[config.mk]
export PLATFORM = sky130hd
export DESIGN_NAME = traffic_phase_ctrl
export DESIGN_NICKNAME = d
export VERILOG_FILES = /design/src/rtl/traffic_pkg.sv /design/src/rtl/bcd_down_counter.sv /design/src/rtl/traffic_phase_ctrl.sv
export SDC_FILE = /design/constraint.sdc
export NUM_CORES = 1
export LEC_CHECK = 0
export CORE_ASPECT_RATIO = 1.2
export CORE_MARGIN = 2
export CORE_UTILIZATION = 25
export CTS_CLUSTER_DIAMETER = 100
export DETAILED_ROUTE_END_ITERATION = 8
export GPL_TIMING_DRIVEN = 0
export MAX_ROUTING_LAYER = met4
export SLEW_MARGIN = 20
export SYNTH_ARGS = -nofsm -noshare
export SYNTH_HDL_FRONTEND = slang
export SYNTH_SLANG_ARGS = --single-unit
[constraint.sdc]
create_clock -name CLK -period 3.2 [get_ports CLK]
set_clock_uncertainty 0.1 [all_clocks]
set_input_delay 0.64 -clock CLK [delete_from_list [all_inputs] [get_ports CLK]]
set_output_delay 0.64 -clock CLK [all_outputs]
set_load 0.02 [all_outputs]
[src/rtl/traffic_pkg.sv]
// Shared state codes, lamp bit positions and BCD helpers for the intersection phase scheduler.
// Pure declarations: no latency and no flow control.
package traffic_pkg;

  typedef enum logic [2:0] {
    NS_GREEN  = 3'd0,
    NS_YELLOW = 3'd1,
    ALLRED_A  = 3'd2,
    EW_GREEN  = 3'd3,
    EW_YELLOW = 3'd4,
    ALLRED_B  = 3'd5,
    FLASH     = 3'd6
  } phase_e;

  localparam int LAMP_NS_RED = 5;
  localparam int LAMP_NS_YEL = 4;
  localparam int LAMP_NS_GRN = 3;
  localparam int LAMP_EW_RED = 2;
  localparam int LAMP_EW_YEL = 1;
  localparam int LAMP_EW_GRN = 0;

  typedef logic [5:0] lamps_t;

  typedef struct packed {
    logic [3:0] tens;
    logic [3:0] ones;
  } bcd2_t;

  // Only ever evaluated on parameters, so the divide folds away at elaboration.
  function automatic bcd2_t to_bcd2(input int unsigned val);
    bcd2_t r;
    r.tens = 4'(val / 10);
    r.ones = 4'(val % 10);
    return r;
  endfunction

  function automatic lamps_t lamps_for(input phase_e st, input logic flash_bit);
    lamps_t l;
    l = '0;
    case (st)
      NS_GREEN:  begin l[LAMP_NS_GRN] = 1'b1; l[LAMP_EW_RED] = 1'b1; end
      NS_YELLOW: begin l[LAMP_NS_YEL] = 1'b1; l[LAMP_EW_RED] = 1'b1; end
      ALLRED_A,
      ALLRED_B:  begin l[LAMP_NS_RED] = 1'b1; l[LAMP_EW_RED] = 1'b1; end
      EW_GREEN:  begin l[LAMP_EW_GRN] = 1'b1; l[LAMP_NS_RED] = 1'b1; end
      EW_YELLOW: begin l[LAMP_EW_YEL] = 1'b1; l[LAMP_NS_RED] = 1'b1; end
      FLASH:     begin l[LAMP_NS_YEL] = flash_bit; l[LAMP_EW_YEL] = flash_bit; end
      default:   begin l[LAMP_NS_GRN] = 1'b1; l[LAMP_EW_RED] = 1'b1; end
    endcase
    return l;
  endfunction

endpackage

[src/rtl/bcd_down_counter.sv]
// Two-digit BCD down counter with parallel load; load has priority over decrement.
// Latency: 1 CLK from load/dec to digits; no backpressure, is_one is combinational from the digits.
module bcd_down_counter
  import traffic_pkg::*;
#(
  parameter bcd2_t RST_VAL = '0
) (
  input  logic       CLK,
  input  logic       CLR,
  input  logic       load,
  input  bcd2_t      load_val,
  input  logic       dec,
  output logic [3:0] tens,
  output logic [3:0] ones,
  output logic       is_one
);

  always_ff @(posedge CLK) begin
    if (!CLR) begin
      tens <= RST_VAL.tens;
      ones <= RST_VAL.ones;
    end else if (load) begin
      tens <= load_val.tens;
      ones <= load_val.ones;
    end else if (dec) begin
      if (ones == 4'd0) begin
        ones <= 4'd9;
        tens <= tens - 4'd1;
      end else begin
        ones <= ones - 4'd1;
      end
    end
  end

  assign is_one = (tens == 4'd0) && (ones == 4'd1);

endmodule

[src/rtl/traffic_phase_ctrl.sv]
// NS/EW phase scheduler with 1 s prescaler, BCD countdown, pedestrian truncation and night flash.
// Latency: registered lamps/digits change on the edge closing a tick cycle; free-running, no backpressure.
module traffic_phase_ctrl
  import traffic_pkg::*;
#(
  parameter int TICK_DIV    = 50000000,
  parameter int GREEN_S     = 25,
  parameter int YELLOW_S    = 3,
  parameter int ALLRED_S    = 2,
  parameter int MIN_GREEN_S = 5
) (
  input  logic       CLK,
  input  logic       CLR,
  input  logic       ped_req,
  input  logic       night,
  output logic       ns_red,
  output logic       ns_yellow,
  output logic       ns_green,
  output logic       ew_red,
  output logic       ew_yellow,
  output logic       ew_green,
  output logic [3:0] sec_tens,
  output logic [3:0] sec_ones,
  output logic [2:0] phase,
  output logic       ped_pending
);

  localparam int             PW            = (TICK_DIV > 1) ? $clog2(TICK_DIV) : 1;
  localparam logic [PW-1:0]  PRE_LAST      = PW'(TICK_DIV - 1);
  localparam bcd2_t          GREEN_BCD     = to_bcd2(GREEN_S);
  localparam bcd2_t          YELLOW_BCD    = to_bcd2(YELLOW_S);
  localparam bcd2_t          ALLRED_BCD    = to_bcd2(ALLRED_S);
  localparam bcd2_t          MIN_GREEN_BCD = to_bcd2(MIN_GREEN_S);
  localparam bcd2_t          ZERO_BCD      = '0;
  localparam logic [7:0]     MIN_GREEN_BIN = 8'(MIN_GREEN_S);

  logic [PW-1:0] prescaler;
  logic          tick;
  phase_e        state;
  phase_e        nxt_state;
  logic          flash_bit;
  logic          nxt_flash;
  lamps_t        lamps;
  logic          ped_prev;
  logic          ped_armed;
  logic          ped_rise;
  logic          ped_clear;
  logic          entering_clear;
  logic          illegal;
  logic          in_green;
  logic          cnt_load;
  logic          cnt_dec;
  logic          cnt_is_one;
  bcd2_t         cnt_load_val;
  logic [7:0]    cnt_bin;

  assign tick     = (prescaler == PRE_LAST);
  assign illegal  = (3'(state) == 3'd7);
  assign in_green = (state == NS_GREEN) || (state == EW_GREEN);
  assign ped_rise = ped_req && !ped_prev;
  assign cnt_bin  = ({4'd0, sec_tens} * 8'd10) + {4'd0, sec_ones};

  always_ff @(posedge CLK) begin
    if (!CLR || tick) prescaler <= '0;
    else              prescaler <= prescaler + PW'(1);
  end

  always_comb begin
    nxt_state    = state;
    nxt_flash    = flash_bit;
    cnt_load     = 1'b0;
    cnt_dec      = 1'b0;
    cnt_load_val = GREEN_BCD;
    if (illegal) begin
      nxt_state = NS_GREEN;
      nxt_flash = 1'b0;
      cnt_load  = 1'b1;
    end else if (tick) begin
      if (state == FLASH) begin
        if (night) begin
          nxt_flash = !flash_bit;
        end else begin
          nxt_state    = ALLRED_B;
          nxt_flash    = 1'b0;
          cnt_load     = 1'b1;
          cnt_load_val = ALLRED_BCD;
        end
      end else if (night) begin
        nxt_state    = FLASH;
        nxt_flash    = 1'b1;
        cnt_load     = 1'b1;
        cnt_load_val = ZERO_BCD;
      end else if (cnt_is_one) begin
        cnt_load = 1'b1;
        case (state)
          NS_GREEN:  begin nxt_state = NS_YELLOW; cnt_load_val = YELLOW_BCD; end
          NS_YELLOW: begin nxt_state = ALLRED_A;  cnt_load_val = ALLRED_BCD; end
          ALLRED_A:  begin nxt_state = EW_GREEN;  cnt_load_val = GREEN_BCD;  end
          EW_GREEN:  begin nxt_state = EW_YELLOW; cnt_load_val = YELLOW_BCD; end
          EW_YELLOW: begin nxt_state = ALLRED_B;  cnt_load_val = ALLRED_BCD; end
          default:   begin nxt_state = NS_GREEN;  cnt_load_val = GREEN_BCD;  end
        endcase
      end else if (in_green && ped_pending && (cnt_bin > MIN_GREEN_BIN)) begin
        cnt_load     = 1'b1;
        cnt_load_val = MIN_GREEN_BCD;
      end else begin
        cnt_dec = 1'b1;
      end
    end
  end

  // A request only counts as served once it has been pending during a green; one raised
  // in yellow/all-red/flash must survive the next all-red entry to reach the next green.
  assign entering_clear = (nxt_state != state) &&
                          ((nxt_state == ALLRED_A) || (nxt_state == ALLRED_B) || (nxt_state == FLASH));
  assign ped_clear      = entering_clear && ((nxt_state == FLASH) || ped_armed);

  always_ff @(posedge CLK) begin
    if (!CLR || illegal) begin
      state       <= NS_GREEN;
      flash_bit   <= 1'b0;
      lamps       <= lamps_for(NS_GREEN, 1'b0);
      ped_prev    <= 1'b0;
      ped_pending <= 1'b0;
      ped_armed   <= 1'b0;
    end else begin
      state     <= nxt_state;
      flash_bit <= nxt_flash;
      lamps     <= lamps_for(nxt_state, nxt_flash);
      ped_prev  <= ped_req;
      if (ped_clear) begin
        ped_pending <= 1'b0;
        ped_armed   <= 1'b0;
      end else begin
        if (ped_rise)                ped_pending <= 1'b1;
        if (ped_pending && in_green) ped_armed   <= 1'b1;
      end
    end
  end

  bcd_down_counter #(
    .RST_VAL (GREEN_BCD)
  ) u_cnt (
    .CLK      (CLK),
    .CLR      (CLR),
    .load     (cnt_load),
    .load_val (cnt_load_val),
    .dec      (cnt_dec),
    .tens     (sec_tens),
    .ones     (sec_ones),
    .is_one   (cnt_is_one)
  );

  assign ns_red    = lamps[LAMP_NS_RED];
  assign ns_yellow = lamps[LAMP_NS_YEL];
  assign ns_green  = lamps[LAMP_NS_GRN];
  assign ew_red    = lamps[LAMP_EW_RED];
  assign ew_yellow = lamps[LAMP_EW_YEL];
  assign ew_green  = lamps[LAMP_EW_GRN];
  assign phase     = 3'(state);

endmodule

# [Word level (Yosys, flattened, before mapping)]
# Index checks and enable logic that the tools add are counted.
[classes] addsub=4 n_mul=1 order_cmp=1 n_eq_ne=15 muxes=45 reduce_logical=27
[op_table] cell="8-bit 2-to-1 mux" count=5
[op_table] cell="26-bit by 1-bit adder with 26-bit output (second input constant)" count=1
[op_table] cell="26-bit equality test (second input constant)" count=1
[op_table] cell="4-bit 2-to-1 mux" count=6
[op_table] cell="1-bit 2-to-1 mux" count=22
[op_table] cell="3-bit equality test (second input constant)" count=6
[op_table] cell="3-bit 2-to-1 mux" count=6
[op_table] cell="3-bit case mux with 5 select lines" count=1
[op_table] cell="3-bit by 2-bit equality test with 1-bit output (second input constant)" count=4
[op_table] cell="6-bit 2-to-1 mux" count=2
[op_table] cell="6-bit case mux with 2 select lines" count=1
[op_table] cell="8-bit by 4-bit adder with 8-bit output" count=1
[op_table] cell="8-bit by 3-bit > comparator with 1-bit output (second input constant)" count=1
[op_table] cell="4-bit logical NOT" count=2
[op_table] cell="4-bit by 1-bit subtractor with 4-bit output (second input constant)" count=2
[op_table] cell="4-bit by 3-bit multiplier with 7-bit output (second input constant)" count=1
[op_table] cell="3-bit by 1-bit equality test with 1-bit output (second input constant)" count=2
[op_table] cell="1-bit logical AND" count=6
[op_table] cell="1-bit logical OR" count=6
[op_table] cell="2-bit OR reduction" count=3
[op_table] cell="6-bit OR reduction" count=1
[op_table] cell="4-bit by 1-bit equality test with 1-bit output (second input constant)" count=1
[op_table] cell="1-bit case mux with 2 select lines" count=2
[op_table] cell="2-bit nonzero test" count=2
[op_table] cell="other kinds (6)" count=8
[totals] regBits=47 input_bits=4 output_inout_bits=18 wordCells=102

# [Depth between registers and ports, before layout]
# Gate-level depths: netlist of the first run.
[depth] depth_word=13 depth_mapped=10 ltp_nobuf=10

# [Modules after synthesis]
# From an unflattened synthesis of the first run, not the netlist that was laid out.
[hier_totals] hier_cells=333 area_unflattened_um2=2775.2
[modules_own_cells] module="traffic_phase_ctrl" n_inst=1 cells_each=281 area_each_um2=2334.7 seq_area_each_um2=780.7
[modules_own_cells] module="bcd_down_counter" n_inst=1 cells_each=52 area_each_um2=440.4 seq_area_each_um2=160.2

# [Worst setup path before layout of the first run]
# Ideal clock, no wire load.
[synth_timing] path_type="register to register" start="register u_cnt.tens[1]" end="register u_cnt.ones[3]" setup_time_ps=124 arrival_time_ps=2817 required_time_ps=2976 setup_slack_ps=159 path_stages_with_launch=11 path_buffers=0 period_less_slack_ps=3041 path_cell_list="dfxtp_1 > ha_1 > ha_1 > fa_1 > and2_1 > o2111ai_1 > a21oi_1 > a211oi_1 > o21ai_1 > a221oi_1 > o21ai_0"
[synth_via] elab_chain_cells=11 elab_cells_between_ends=25 classes_between="add/sub: 1; mul: 1; order compare: 1; mux: 18; reduce/logical: 4"
[synth_rtl] item="from (decl)" line_no="bcd_down_counter.sv:13" rtl="output logic [3:0] tens,"
[synth_rtl] item="from (signal assigned)" line_no="bcd_down_counter.sv:20" rtl="tens <= RST_VAL.tens;"
[synth_rtl] item="from (signal assigned)" line_no="bcd_down_counter.sv:23" rtl="tens <= load_val.tens;"
[synth_rtl] item="from (signal assigned)" line_no="bcd_down_counter.sv:28" rtl="tens <= tens - 4'd1;"
[synth_rtl] item="4-bit by 3-bit multiplier with 7-bit output" line_no="traffic_phase_ctrl.sv:61" rtl="assign cnt_bin = ({4'd0, sec_tens} * 8'd10) + {4'd0, sec_ones};"
[synth_rtl] item="8-bit by 4-bit adder with 8-bit output" line_no="traffic_phase_ctrl.sv:61"
[synth_rtl] item="8-bit by 3-bit > comparator with 1-bit output" line_no="traffic_phase_ctrl.sv:103" rtl="end else if (in_green && ped_pending && (cnt_bin > MIN_GREEN_BIN)) begin"
[synth_rtl] item="1-bit logical AND" line_no="traffic_phase_ctrl.sv:103"
[synth_rtl] item="1-bit 2-to-1 mux" line_no="traffic_phase_ctrl.sv:103"
[synth_rtl] item="1-bit 2-to-1 mux" line_no="traffic_phase_ctrl.sv:93" rtl="end else if (cnt_is_one) begin"
[synth_rtl] item="1-bit 2-to-1 mux" line_no="traffic_phase_ctrl.sv:88" rtl="end else if (night) begin"
[synth_rtl] item="1-bit 2-to-1 mux" line_no="traffic_phase_ctrl.sv:79" rtl="if (state == FLASH) begin"
[synth_rtl] item="1-bit 2-to-1 mux" line_no="traffic_phase_ctrl.sv:78" rtl="end else if (tick) begin"
[synth_rtl] item="1-bit 2-to-1 mux" line_no="traffic_phase_ctrl.sv:74" rtl="if (illegal) begin"
[synth_rtl] item="4-bit 2-to-1 mux or 2-bit nonzero test (tied branches)"
[synth_rtl] item="to (signal assigned)" line_no="bcd_down_counter.sv:21" rtl="ones <= RST_VAL.ones;"
[synth_rtl] item="to (signal assigned)" line_no="bcd_down_counter.sv:24" rtl="ones <= load_val.ones;"
[synth_rtl] item="to (signal assigned)" line_no="bcd_down_counter.sv:30" rtl="ones <= ones - 4'd1;"
[synth_rtl] item="to (decl)" line_no="bcd_down_counter.sv:14" rtl="output logic [3:0] ones,"
# Several ways; a longest one is shown, not always the timed one.
# A chain may end at the register's enable or synchronous reset.

# [Worst setup path after layout of the first run]
[layout_timing] start="register u_cnt.tens[1]" end="register u_cnt.ones[1]"
# Same word-level chain as after synthesis.

==> key figures, run 1 <==
Placement
  • Post-DP HPWL: 5.33 mm
  • PortBufs: 20
  • Routability Congestion: 0.929

Detailed routing
  • Total vias in the final route: 2647
  • Wire per inst: 13.9 microns
  • Detailed Routing Iterations Pass 1: 4
  • Initial DRC Count: 106
  • DRC Markers: 0
  • Vias/cell: 5.20
  • Total wire length: 7.08 mm
  • Routed Antenna Nets: 0

Logic synthesis
  • FFs w/ async S/R, synth: 0%
  • Synth Area in Adders: 5.92%
  • Top cell type's share of synthesized area: 33.7%
  • Mapped Area: 2790 sq um
  • Commonest cells post-synth: nor2_1, dfxtp_1, nand2_1, o21ai_0
  • Most used DFF post-synth: dfxtp_1
  • Synth area leader: dfxtp_1
  • Mux cell area share after synthesis: 1.08%
  • Area contributors post-synth: dfxtp_1, nor2_1, xor2_1, ha_1, o21ai_0
  • Largest family of logic cells by synthesized area: simple AND/OR/NAND/NOR gates
  • Count of distinct cell types in the synthesized netlist: 55
  • #FFs+latches synth: 47
  • Gate Count Post-Synth: 350
  • Synth Area in Compound Gates: 18.7%
  • Number of flops mapped to enable cells by yosys: 0
  • Syn_nets: 366
  • Simple-Gate Fraction of Synth Area: 28.9%
  • Average cell area after synthesis: 7.97 sq um
  • Synth Area in XOR/XNOR: 8.16%
  • Yosys warnings: 0
  • Most frequent cell after synthesis: nor2_1
  • Sequential fraction of the synthesis area: 33.7%

Floorplan
  • Core area: 11000 sq um
  • Die width: 100 microns
  • Number of I/O pins: 22
  • # rows: 42
  • Die height: 120 microns
  • Initial Util: 25.4%
  • DIE AREA: 12000 sq um

CTS
  • Worst-skew pair later-pin latency: 0.29 ns
  • Clock sink count: 47
  • CTS H-Tree Depth: 2
  • Hold Buf Count CTS: 0
  • Number of setup buffers added after CTS: 0
  • Reg clk slew, reported paths: 0.06 ns
  • CTS tree: built
  • Total CTS buffers: 5
  • CTS root buf: clkbuf_16
  • Max Root-Sink Buffers: 2

Setup path
  • Worst-path fanout max: 8
  • Max incr delay on CP: 0.54 ns
  • CP required: 3.31 ns
  • CP cell instances: ha_1 > ha_1 > fa_1 > nand2_1 > a221oi_1 > o21ai_1 > o21ai_2 > a31oi_1 > nor3_1
  • Crit-path slowest cell: fa_1
  • Largest delay share family, worst path: compound AO/OA/AOI/OAI gates
  • Worst Setup End Kind: register
  • Critical path arrival: 3.15 ns
  • CP Buf/Inv Count: 0
  • CP dominant cell by count: ha_1
  • Setup CP Type: reg2reg
  • CP startpoint kind: register

Global routing
  • Tot GR Track Use: 12.6%
  • Met3 GRT Util: 2.45%
  • Largest net degree at the start of global routing: 14
  • Initial antenna violation count: 0
  • GRT overflow: 0
  • Met2 Use GR: 20.8%
  • Vias in the first global route: 2479
  • Busiest grt layer: met2
  • Met1 Use GR: 14.7%
  • First-pass GRT wire length: 12.0 mm

Layout
  • # diodes: 0
  • Final Core Density: 30.4%
  • Layout cells sized above 1: 5.04%
  • Layout Area Growth over Synthesis: 19.8%
  • Fin nets: 393
  • Filler cell count: 1155

Hold path
  • Hold Path Class: reg2reg

Timing
  • Max Fclk: 330 MHz
  • Setup violations, final: 0
  • Max-slew headroom: 50.4%
  • Period minus WS final: 3.03 ns
  • Unrepaired setup endpoints after global routing: no
  • Final Hold Fails: 0
  • Max-slew violations: 0
  • Final worst-path cycle share: 94.7%
  • Tightest Pin Transition: 0.737 ns
  • Hold WS: 0.370 ns

Pwr
  • Maximum vdd drop: 0.208 mV
  • Total power: 0.00123 W
  • Leak: 1.23 nW
  • PD cells: 368 nW/um^2

Job
  • Max Cap Violations: 0

Outcome
  • Run status: completed
## final timing paths
path	to	from	cells after the start	slack, ns
setup / recovery	u_cnt.ones[1]	u_cnt.tens[1]	9	0.17
hold / removal	prescaler[0]	prescaler[0]	1	0.37
setup reg to reg	u_cnt.ones[1]	u_cnt.tens[1]	9	0.17
hold reg to reg	prescaler[0]	prescaler[0]	1	0.37
## power by group
group | total, W | internal (W) | switching (W)
clock network | 0.000581 | 0.000365 | 0.000216
logic | 0.0000521 | 0.0000173 | 0.0000348
registers | 0.000595 | 0.000591 | 0.00000450
total | 0.00123 | 0.000973 | 0.000256
## per-stage QoR
stage / setup slack, ns / instance area (sq um) / cells / TNS, ns
after floorplan: 0.159 / 2790 / 350 / 0
after global placement: -0.224 / 3160 / 502 / -1.04
after detailed placement: -0.255 / 3160 / 502 / -1.24
after CTS: 0.0635 / 3320 / 509 / 0
after global routing: 0.00955 / 3340 / 509 / 0
final: 0.168 / 3340 / 509 / 0
## sequential cells by signal (all words and copies together) (netlist names)
register and flops:
u_cnt.ones 4, phase 3, u_cnt.tens 4, ped_armed 1, prescaler 26, ped_prev 1, ped_pending 1, flash_bit 1
lamps 6
## worst register-to-register path, stage by stage, from the launching register on
cell	delay (ns)
dfxtp_1	0.42
ha_1	0.28
ha_1	0.22
fa_1	0.54
nand2_1	0.12
a221oi_1	0.32
o21ai_1	0.24
o21ai_2	0.38
a31oi_1	0.14
nor3_1	0.19
## metal layers
metal	vias to the layer above	wire (microns)
met3	18	276
met2	67	3510
met4	0	230
li1	1301	-
met5	-	0
met1	1261	3060
## timing repair
action / 4_1_cts / 5_1_grt
setup endpoints to repair: 7 / 4
resized for setup: 3 / 2
pin swaps: 0 / 1
## cells by family after synthesis
kind of cell / count (synthesis)
compound gates: 79
xor+xnor: 26
fa+ha+maj: 12
buf+inv: 24
flops: 47
mux: 3
simple gates: 159
## placed cells by master, fill, tap and decap left out, types with 2 or more instances in the layout
cell type        instances
a21o_1                   4
a21oi_1                 13
a221oi_1                 2
a31oi_1                  3
and2_1                   7
and3_1                   6
and4_1                   3
buf_2                    2
clkbuf_1                 9
clkbuf_16                5
clkdlybuf4s50_1         20
dfxtp_1                 47
fa_1                     2
ha_1                    10
inv_1                   13
mux2i_1                  3
nand2_1                 27
nand3_1                 18
nand4_1                  5
nand4_2                  2
nand4b_1                 2
nor2_1                  59
nor2b_1                  4
nor3_1                  10
nor4_1                   3
nor4b_2                  2
o2111ai_1                2
o211ai_1                 5
o21a_1                   4
o21ai_0                 20
o21bai_1                 2
o22a_1                   3
o22ai_1                  5
or3_1                    3
or4_1                    2
xnor2_1                  8
xor2_1                  18
## final cells by class
type	instances	area (sq um)	share of cell area, %
inverters	13	48.8	1.46
clock inverters	1	30.0	0.899
repair buffers	20	200	5.99
clock buffers	6	129	3.86
plain buffers	11	51.3	1.54
flip-flops and latches	47	941	28.2
well taps	132	165	4.94
multi-input cells	279	1780	53.2
Power figures use the tool's default switching activity.
==> run 2: changes to the inputs <==
CTS_CLUSTER_DIAMETER = default   (was 100)
==> results of run 2 <==
No change in the layout: final DEF, timing and power equal those of run 1.
==> run 3: changes to the inputs <==
CORE_UTILIZATION = 55   (was 25)
PLACE_DENSITY = 0.76   (was default)
SYNTH_HIERARCHICAL = 1   (was default)
==> run 3 against run 2 <==
Effect of this change:
- the flow now finishes with violations (setup timing)
- global-route usage up 11 points
- cell area grew 2.3%
- first-iteration DRC count up 30%
- sequential share of layout area fell by 0.26 points
- wire length shrank 15%
- synthesized cell count shrank 4.9%
- non-clock buffer count is 15 higher
- power down 20%
- core utilization up 39 points
- worst hold slack worse by 0.019 ns
- largest cell class unchanged
- largest power group unchanged
==> key figures, run 3 <==
Outcome
  • Run status: finished with violations
  • Failing checks: setup timing

Timing
  • Final worst-path cycle share: 108%
  • Tightest Pin Transition: 0.561 ns
  • Setup TNS: -0.691 ns
  • Setup violations, final: 5
  • Worst setup margin: -0.242 ns
  • Final Hold Fails: 0
  • Max-slew violations: 0
  • Max-slew headroom: 62.6%
  • Unrepaired setup endpoints after global routing: yes
  • Max Fclk: 291 MHz
  • Period minus WS final: 3.44 ns

Global routing
  • Busiest grt layer: met2
  • Met2 Use GR: 40.2%
  • Largest net degree at the start of global routing: 15
  • Initial antenna violation count: 0
  • GRT overflow: 0
  • First-pass GRT wire length: 9.94 mm
  • Met1 Use GR: 27.4%
  • Vias in the first global route: 2304
  • Tot GR Track Use: 23.4%
  • Met3 GRT Util: 3.97%

Floorplan
  • Die width: 68.8 microns
  • # rows: 28
  • DIE AREA: 5630 sq um
  • Initial Util: 56.6%
  • Core area: 4900 sq um
  • Number of I/O pins: 22
  • Die height: 81.8 microns

Placement
  • Post-DP Area: 3120 sq um
  • PortBufs: 21
  • Routability Congestion: 0.822
  • Post-DP HPWL: 4.25 mm
  • Pre-CTS setup slack: -0.451 ns

Logic synthesis
  • Commonest cells post-synth: dfxtp_1, nor2_1, a21oi_1, nand2_1, inv_1
  • #FFs+latches synth: 47
  • Average cell area after synthesis: 8.33 sq um
  • Most used DFF post-synth: dfxtp_1
  • Sequential fraction of the synthesis area: 33.9%
  • Area contributors post-synth: dfxtp_1, nor2_1, a21oi_1, ha_1, xnor2_1
  • Number of flops mapped to enable cells by yosys: 0
  • Yosys warnings: 6
  • Mapped Area: 2780 sq um
  • Top cell type's share of synthesized area: 33.9%
  • Count of distinct cell types in the synthesized netlist: 69
  • Synth area leader: dfxtp_1
  • Gate Count Post-Synth: 333
  • Most frequent cell after synthesis: dfxtp_1
  • FFs w/ async S/R, synth: 0%

CTS
  • CTS H-Tree Depth: 2
  • Clock sink count: 47
  • Reg clk slew, reported paths: 0.09 ns
  • Hold Buf Count CTS: 0
  • Worst-skew pair later-pin latency: 0.30 ns
  • CTS tree: built
  • Total CTS buffers: 5
  • CTS root buf: clkbuf_8
  • Max Root-Sink Buffers: 2

Layout
  • Largest regs: prescaler x26, lamps x6
  • Max reg flops: 26
  • Register with the most flip-flops: prescaler
  • # diodes: 0
  • Most frequent cells in the layout: dfxtp_1, nor2_1, a21oi_1
  • Post-route cell area: 3420 sq um
  • Layout cells sized above 1: 19.4%
  • Commonest non-fill, non-tap cell in the layout: dfxtp_1
  • Filler cell count: 410
  • Layout Area Growth over Synthesis: 23.2%
  • Fin nets: 392
  • Final Core Density: 69.7%

Pwr
  • Maximum vdd drop: 0.243 mV
  • Leak: 1.27 nW
  • Total power: 0.000988 W
  • PD cells: 289 nW/um^2

Detailed routing
  • Detailed Routing Iterations Pass 1: 4
  • Initial DRC Count: 138
  • Vias/cell: 5.83
  • Total wire length: 6.05 mm
  • DRC Markers: 0
  • Routed Antenna Nets: 0
  • Total vias in the final route: 2548
  • Wire per inst: 13.8 microns

Setup path
  • CP required: 3.33 ns
  • Reg-to-reg slack, setup: -0.24 ns
  • CP cell instances: ha_4 > ha_4 > fa_1 > or4b_4 > o31ai_4 > a21oi_2 > nor3_2 > or4b_4 > or4_4 > a31oi_1
  • RR Startpoint: u_cnt/tens[3]
  • Critical path arrival: 3.57 ns
  • CP Capture Point: u_cnt/tens[3]
  • Setup CP Type: reg2reg
  • Worst-path fanout max: 5
  • Reg2reg end: u_cnt/tens[3]
  • Max incr delay on CP: 0.55 ns
  • Worst r2r path cells: 10
  • CP startpoint kind: register
  • Crit-path slowest cell: or4b_4
  • Worst Setup End Kind: register
  • Crit path launch: u_cnt/tens[3]

Hold path
  • Hold Path Class: reg2reg

Job
  • Max Cap Violations: 0
==> run 3: cell types whose count changed in the layout (fill, tap and decap cells not counted), moves of 6 or more <==
cell / previous run / this run
clkbuf_8: 0 / 7
xor2_1: 18 / 8
nor2_1: 59 / 41
buf_4: 0 / 14
nand2_1: 27 / 21
a21oi_1: 13 / 23
and2_1: 7 / 0
or3_1: 3 / 9
==> run 3: layout make-up <==
type / instances / area [sq um] / share of cell area [%]
multi-input cells: 257 / 1840 / 53.8
flip-flops and latches: 47 / 953 / 27.9
repair buffers: 35 / 319 / 9.33
inverters: 19 / 75.1 / 2.20
well taps: 60 / 75.1 / 2.20
plain buffers: 11 / 73.8 / 2.16
clock buffers: 5 / 68.8 / 2.01
clock inverters: 3 / 15.0 / 0.439
==> run 3: kinds of logic (layout without fill, tap and decap cells) <==
family	Yosys count	in the layout	synth area share, %
and+or+nand+nor	149	149	31.4
AOI/OAI and AO/OA	69	69	15.9
DFF	47	47	33.9
buffers and inverters	32	73	5.36
xor gates and xnor gates	21	21	6.63
adders and majority gates	12	12	5.95
muxes	2	2	0.721
other	1	4	0.135
==> run 3: critical path, delay by kind of cell, from the launching register on <==
kind                       cells  cell delay, ns
AOI/OAI and AO/OA              3            0.34
adders and majority gates      3            0.86
DFF                            1            0.36
and+or+nand+nor                4            1.70
==> run 3: what timing repair did <==
action	CTS	global route
pin swaps	9	11
setup endpoints to repair	11	13
setup buffers	14	8
resized for setup	14	19
==> run 3: routing by layer <==
layer  wire, microns  vias to the layer above
met5               0                        -
met4              77                        0
met3             202                        9
met2            3180                       56
met1            2590                     1215
li1                -                     1268
==> run 3: how the worst min path moves through the flow <==
stage,to,start,cells after the start
2_1_floorplan,prescaler[0],prescaler[0],1
3_3_place_gp,prescaler[0],prescaler[0],1
3_5_place_dp,prescaler[0],prescaler[0],1
4_1_cts,prescaler[0],prescaler[0],1
5_1_grt,prescaler[0],prescaler[0],1
6_report,prescaler[0],prescaler[0],1
==> run 3: power by group <==
part	internal (W)	leakage (nW)	switching (W)
registers	0.000588	0.382	0.00000456
logic	0.0000172	0.838	0.0000277
clock network	0.000150	0.0477	0.000201
==> run 3: stage by stage <==
| stage | hold slack [ns] | cells |
|---|---|---|
| 2_1_floorplan | 0.318 | 336 |
| 3_3_place_gp | 0.329 | 417 |
| 3_5_place_dp | 0.338 | 417 |
| 4_1_cts | 0.356 | 432 |
| 5_1_grt | 0.388 | 437 |
| 6_report | 0.351 | 437 |
